### src/rtl/cba_stream_ctrl.sv
// cba_stream_ctrl: stream front-end for a fixed-point processor.
// The block has three parts:
//   - An input sample FIFO.
//   - A FILL/RUN/DONE sequencer. It holds the processor in reset until the
//     FIFO is primed, and it frames the results into blocks of FRAME_LEN.
//   - A single-entry result register toward downstream.
// Optional feature: define CBA_STREAM_CTRL_STATS_EN to build the saturating
// err_cnt statistics counter. Without it, err_cnt is tied to zero.
module cba_stream_ctrl #(
    parameter int DW        = 31,
    parameter int DEPTH     = 8,
    parameter int PRIME_LVL = 4,
    parameter int FRAME_LEN = 256
) (
    input  logic          clk,
    input  logic          rst,
    input  logic [DW-1:0] s_data,
    input  logic          s_valid,
    output logic          s_ready,
    output logic          proc_rst,
    output logic [DW-1:0] proc_in,
    input  logic [1:0]    proc_req,
    input  logic [DW-1:0] proc_out,
    input  logic [1:0]    proc_out_en,
    output logic [DW-1:0] m_data,
    output logic          m_valid,
    input  logic          m_ready,
    output logic          frame_done,
    output logic          underrun,
    output logic          overrun,
    output logic [15:0]   res_cnt,
    output logic [15:0]   err_cnt
);

    localparam int AW = $clog2(DEPTH);
    localparam logic [AW:0] DEPTH_C = DEPTH[AW:0];
    localparam logic [AW:0] PRIME_C = PRIME_LVL[AW:0];
    localparam logic [15:0] FRAME_C = FRAME_LEN[15:0];

    typedef enum logic [1:0] {
        FILL = 2'd0,
        RUN  = 2'd1,
        DONE = 2'd2
    } state_t;

    state_t        state;
    state_t        state_nxt;

    logic [DW-1:0] mem [DEPTH];
    logic [AW-1:0] rd_ptr;
    logic [AW-1:0] wr_ptr;
    logic [AW:0]   count;

    logic          push;
    logic          pop;
    logic          req;
    logic          starve;
    logic          res_en;
    logic          res_load;
    logic          res_drop;
    logic [15:0]   res_next;
    logic          frame_end;

    // Occupancy comes only from registered state, so s_ready never depends
    // combinationally on the current inputs. There is no read bypass either:
    // a request against an empty FIFO is a starve, even if a push lands in
    // the same cycle.
    assign s_ready   = (count < DEPTH_C);
    assign push      = s_valid && s_ready;
    assign req       = (state == RUN) && (proc_req == 2'd1);
    assign pop       = req && (count != '0);
    assign starve    = req && (count == '0);

    // A result strobe always counts toward the frame. It is either loaded or
    // dropped, depending on whether the output slot is free this cycle.
    assign res_en    = (state == RUN) && (proc_out_en == 2'd1);
    assign res_load  = res_en && (!m_valid || m_ready);
    assign res_drop  = res_en && m_valid && !m_ready;
    assign res_next  = res_cnt + 16'd1;
    assign frame_end = res_en && (res_next == FRAME_C);

    // Sequencer state register.
    always_ff @(posedge clk) begin
        if (rst) begin
            state <= FILL;
        end else begin
            state <= state_nxt;
        end
    end

    // Next-state logic. proc_rst stays asserted everywhere except RUN.
    always_comb begin
        state_nxt  = state;
        proc_rst   = 1'b1;
        frame_done = 1'b0;
        case (state)
            FILL: begin
                if (count >= PRIME_C) state_nxt = RUN;
            end
            RUN: begin
                proc_rst = 1'b0;
                if (frame_end) state_nxt = DONE;
            end
            DONE: begin
                frame_done = 1'b1;
                state_nxt  = FILL;
            end
            default: state_nxt = FILL;
        endcase
    end

    // FIFO pointers and occupancy. Pointers wrap naturally because DEPTH is
    // a power of two.
    always_ff @(posedge clk) begin
        if (rst) begin
            rd_ptr <= '0;
            wr_ptr <= '0;
            count  <= '0;
        end else begin
            if (push) wr_ptr <= wr_ptr + 1'b1;
            if (pop)  rd_ptr <= rd_ptr + 1'b1;
            case ({push, pop})
                2'b10:   count <= count + 1'b1;
                2'b01:   count <= count - 1'b1;
                default: count <= count;
            endcase
        end
    end

    // FIFO storage. It needs no reset; the pointers define validity.
    always_ff @(posedge clk) begin
        if (push) mem[wr_ptr] <= s_data;
    end

    // Sample register toward the processor. It holds until the next request
    // in RUN, and it is zeroed when a request finds the FIFO empty.
    always_ff @(posedge clk) begin
        if (rst) begin
            proc_in <= '0;
        end else if (pop) begin
            proc_in <= mem[rd_ptr];
        end else if (starve) begin
            proc_in <= '0;
        end
    end

    // Sticky error flags, cleared only by reset.
    always_ff @(posedge clk) begin
        if (rst) begin
            underrun <= 1'b0;
            overrun  <= 1'b0;
        end else begin
            if (starve)   underrun <= 1'b1;
            if (res_drop) overrun  <= 1'b1;
        end
    end

    // Result slot and per-frame result counter. When a reload happens in the
    // same cycle as a consume, the slot stays valid with the new data.
    always_ff @(posedge clk) begin
        if (rst) begin
            m_data  <= '0;
            m_valid <= 1'b0;
            res_cnt <= '0;
        end else begin
            if (res_load) begin
                m_data  <= proc_out;
                m_valid <= 1'b1;
            end else if (m_valid && m_ready) begin
                m_valid <= 1'b0;
            end
            if (res_en) res_cnt <= frame_end ? 16'd0 : res_next;
        end
    end

`ifdef CBA_STREAM_CTRL_STATS_EN
    logic [16:0] err_sum;

    assign err_sum = {1'b0, err_cnt} + {16'd0, starve} + {16'd0, res_drop};

    // Error event counter. A starve and a drop in the same cycle add two;
    // the counter saturates at all-ones.
    always_ff @(posedge clk) begin
        if (rst) begin
            err_cnt <= '0;
        end else begin
            err_cnt <= err_sum[16] ? 16'hFFFF : err_sum[15:0];
        end
    end
`else
    assign err_cnt = '0;
`endif

endmodule

### config.mk
export PLATFORM = sky130hd
export DESIGN_NAME = cba_stream_ctrl
export DESIGN_NICKNAME = d
export VERILOG_FILES = /design/src/rtl/cba_stream_ctrl.sv
export SDC_FILE = /design/constraint.sdc
export NUM_CORES = 1
export LEC_CHECK = 0
export ABC_AREA = 0
export CELL_PAD_IN_SITES_DETAIL_PLACEMENT = 0
export CELL_PAD_IN_SITES_GLOBAL_PLACEMENT = 2
export CORE_MARGIN = 3
export CORE_UTILIZATION = 43
export DETAILED_ROUTE_END_ITERATION = 16
export PLACE_DENSITY_LB_ADDON = 0.1
export SKIP_LAST_GASP = 1
export SLEW_MARGIN = 20
export SYNTH_ARGS = -nofsm -noshare
export SYNTH_HDL_FRONTEND = slang
export SYNTH_SLANG_ARGS = --single-unit
### constraint.sdc
create_clock -name clk -period 9.1 [get_ports clk]
set_input_delay 1.82 -clock clk [delete_from_list [all_inputs] [get_ports clk]]
set_output_delay 1.82 -clock clk [all_outputs]
set_load 0.01 [all_outputs]
==> run summary <==
Seq/Total Area, Yosys -> 70.43%
postcts setup bufs -> 0
Hold Crit Class -> reg2reg
GR Util met3 -> 3.145%
reg2reg end -> count[3]
Die Area -> 33,080 µm²
total gr overflow -> 0
drt via density -> 5.276
TNS Setup -> 0 ns
Rows -> 63
PwrDens -> 204.3 nW/µm²
critical path class -> in2reg
CTS Buf Count -> 36
Final Max Slew Viols -> 0
gpl congestion -> 0.7413
total track usage -> 17.13%
global routing usage on met2 -> 28.24%
DRC viols -> 0
synthesis-to-layout area growth -> 23.66%
R2R depth -> 11
hold violation count in the final report -> 0
synthesized cell area -> 13,300 µm²
hpwl dp -> 17,120 µm
RSZ-0062 raised after global routing -> false
CTS tree -> yes
core area -> 30,030 µm²
Rel. slew slack -> 30.60%
Port Buffers -> 153
Starting Density -> 44.29%
first-pass GRT wire length -> 44,560 µm
hold buffers post-CTS -> 0
vias -> 7,413
Inst Count DP -> 1,341
hold path cells -> 2
crit path launch -> proc_req[0]
final instance area -> 16,450 µm²
Worst-Skew Late Latency -> 0.52 ns
met1 GRT Util -> 23.93%
largest net degree at the start of global routing -> 95
Placed Area -> 15,200 µm²
endpoints failing setup -> 0
die height -> 181.9 µm
Nets -> 1,067
Max Clock Skew -> 0.02193 ns
CTS clk-pin slew, worst paths -> 0.06 ns
initial antenna violation count -> 0
number of flops mapped to enable cells by yosys -> 248
reg-to-reg slack, setup -> 5.35 ns
CTS resizes -> 0
die width -> 181.9 µm
Leak -> 5.230 nW
Final Cycle Share -> 53.96%
ys async rst share -> 0%
Root Driver -> clkbuf_16
first drt pass iteration count -> 6
antenna-violating nets left -> 0
VDD IR max -> 0.0001860 V
synthesized flop and latch total -> 344
layout cell share with drive strength beyond 1 -> 18.42%
Post-Layout Cell Count -> 1,405
io pins -> 170
CP arrival -> 5.34 ns
max-cap check violation count -> 0
H-tree depth -> 2
syn_area_per_cell -> 15.91 µm²
Setup crit end kind -> register
Hold Crit Start -> m_data[28]
maximum fanout along the worst path -> 35
outcome -> finished clean
Main synth FF type -> edfxtp_1
Yosys cell types -> 50
vias in the first global route -> 7,702
YS warnings -> 0
GRT Max-Usage Layer -> met2
WP data required -> 9.53 ns
Clock Path Buffers -> 3
First DRT Iteration DRCs -> 493
worst reg2reg path startpoint -> state[1]
Clock Sinks -> 344
ant diodes -> 0
Max Clock Freq -> 0.2036 GHz
Total Routed Length -> 28,450 µm
Worst Setup Start Kind -> input pin
Synth Instances -> 836
minimum clock period -> 4.911 ns
Worst-Margin Slew -> 1.038 ns
hold worst-path end -> m_data[28]
DR WL/cell -> 20.25 µm
-- kinds of logic after synthesis --
kind of cell / Yosys count / share of synthesized area, %
simple gates: 202 / 6.913
buf+inv: 71 / 2.643
flops: 344 / 70.43
compound gates: 91 / 4.317
xor+xnor: 23 / 1.514
other cells: 1 / 0.02819
fa+ha+maj: 8 / 0.8089
mux: 96 / 13.35
-- state kept, by name, indices dropped and copies added (netlist names), named ones only --
signal and count:
count 4, m_data 31, m_valid 1, mem 248, overrun 1, proc_in 31
rd_ptr 3, res_cnt 16, state 2, underrun 1, wr_ptr 3
-- worst max path at each step --
| stage | end | slack, ns | cells past startpoint |
|---|---|---|---|
| floorplan | mem[0][0] | 4.21 | 4 |
| global placement | count[3] | 3.75 | 11 |
| detailed placement | count[3] | 3.64 | 11 |
| CTS | count[3] | 4.14 | 11 |
| global route | count[3] | 3.98 | 11 |
| finish | count[3] | 4.19 | 11 |
-- where the power goes --
part	internal, W	total (W)	switching [W]
Combinational	0.0000559	0.000121	0.0000652
Clock	0.000931	0.00152	0.000588
Sequential	0.00171	0.00172	0.00000979
-- critical path, cell delays in order --
cell and delay [ns]:
clkdlybuf4s50_1 0.45, or3b_1 0.36, buf_4 0.29, nor2_4 0.83, ha_1 0.37, ha_1 0.26
a21o_1 0.18, a21oi_1 0.19, xnor2_1 0.12, or3_1 0.31, a21oi_1 0.14
-- routing by layer --
layer / wire, µm / up-vias
met5: 0 / -
met4: 401 / 0
met3: 1819 / 29
met2: 13650 / 242
met1: 12580 / 3695
li1: - / 3447
-- stage by stage --
stage	setup WS (ns)	hold slack (ns)	util (%)	power [W]
after floorplan	4.208	0.4805	-	0.001812
after global placement	3.748	0.4431	50.60	0.001872
after detailed placement	3.637	0.4470	50.60	0.001877
after CTS	4.140	0.4553	54.76	0.003406
after global routing	3.983	0.4643	54.78	0.003477
final	4.189	0.4517	54.78	0.003361
-- layout make-up --
cell class                 instances  area, µm²
timing repair buffer             164       1612
clock buffer                      39      954.7
inverter                           7      26.28
fill                            2417      13580
sequential                       344       9375
clock inverter                    25      294.0
multi-input combinational        436       3701
tap                              390      488.0
-- synthesized netlist by cell type, drive strengths merged, types with 6 or more instances --
| master | count | area (µm²) |
|---|---|---|
| edfxtp | 248 | 7447 |
| dfxtp | 96 | 1922 |
| nand2 | 82 | 307.8 |
| nor2 | 74 | 285.3 |
| mux4 | 62 | 1396 |
| a21oi | 45 | 229.0 |
| buf | 34 | 212.7 |
| a22oi | 31 | 232.7 |
| mux2 | 31 | 349.1 |
| clkbuf | 30 | 112.6 |
| xnor2 | 12 | 105.1 |
| xor2 | 11 | 96.34 |
| nor3 | 8 | 45.04 |
| ha | 7 | 87.58 |
| inv | 7 | 26.28 |
| nand2b | 6 | 37.54 |
-- layout by cell type (no fill, tap or decap), types with 3 or more instances in the layout --
| master | instances |
|---|---|
| edfxtp_1 | 248 |
| clkdlybuf4s50_1 | 152 |
| dfxtp_1 | 93 |
| nand2_1 | 82 |
| nor2_1 | 66 |
| mux4_2 | 62 |
| a21oi_1 | 44 |
| clkbuf_16 | 38 |
| mux2_2 | 31 |
| a22oi_1 | 31 |
| conb_1 | 16 |
| xnor2_1 | 12 |
| buf_4 | 12 |
| xor2_1 | 11 |
| nor2_4 | 8 |
| clkinv_2 | 8 |
| inv_1 | 7 |
| ha_1 | 7 |
| nand2b_1 | 6 |
| bufinv_16 | 6 |
| o21ai_0 | 5 |
| or3_1 | 5 |
| nand4_1 | 5 |
| nor3_1 | 5 |
| clkinv_1 | 5 |
| nor4_1 | 4 |
| clkinvlp_4 | 4 |
| nor2b_1 | 3 |
| nor3_2 | 3 |
| mux2i_1 | 3 |
Note: power is estimated with default switching activity, not from simulation.
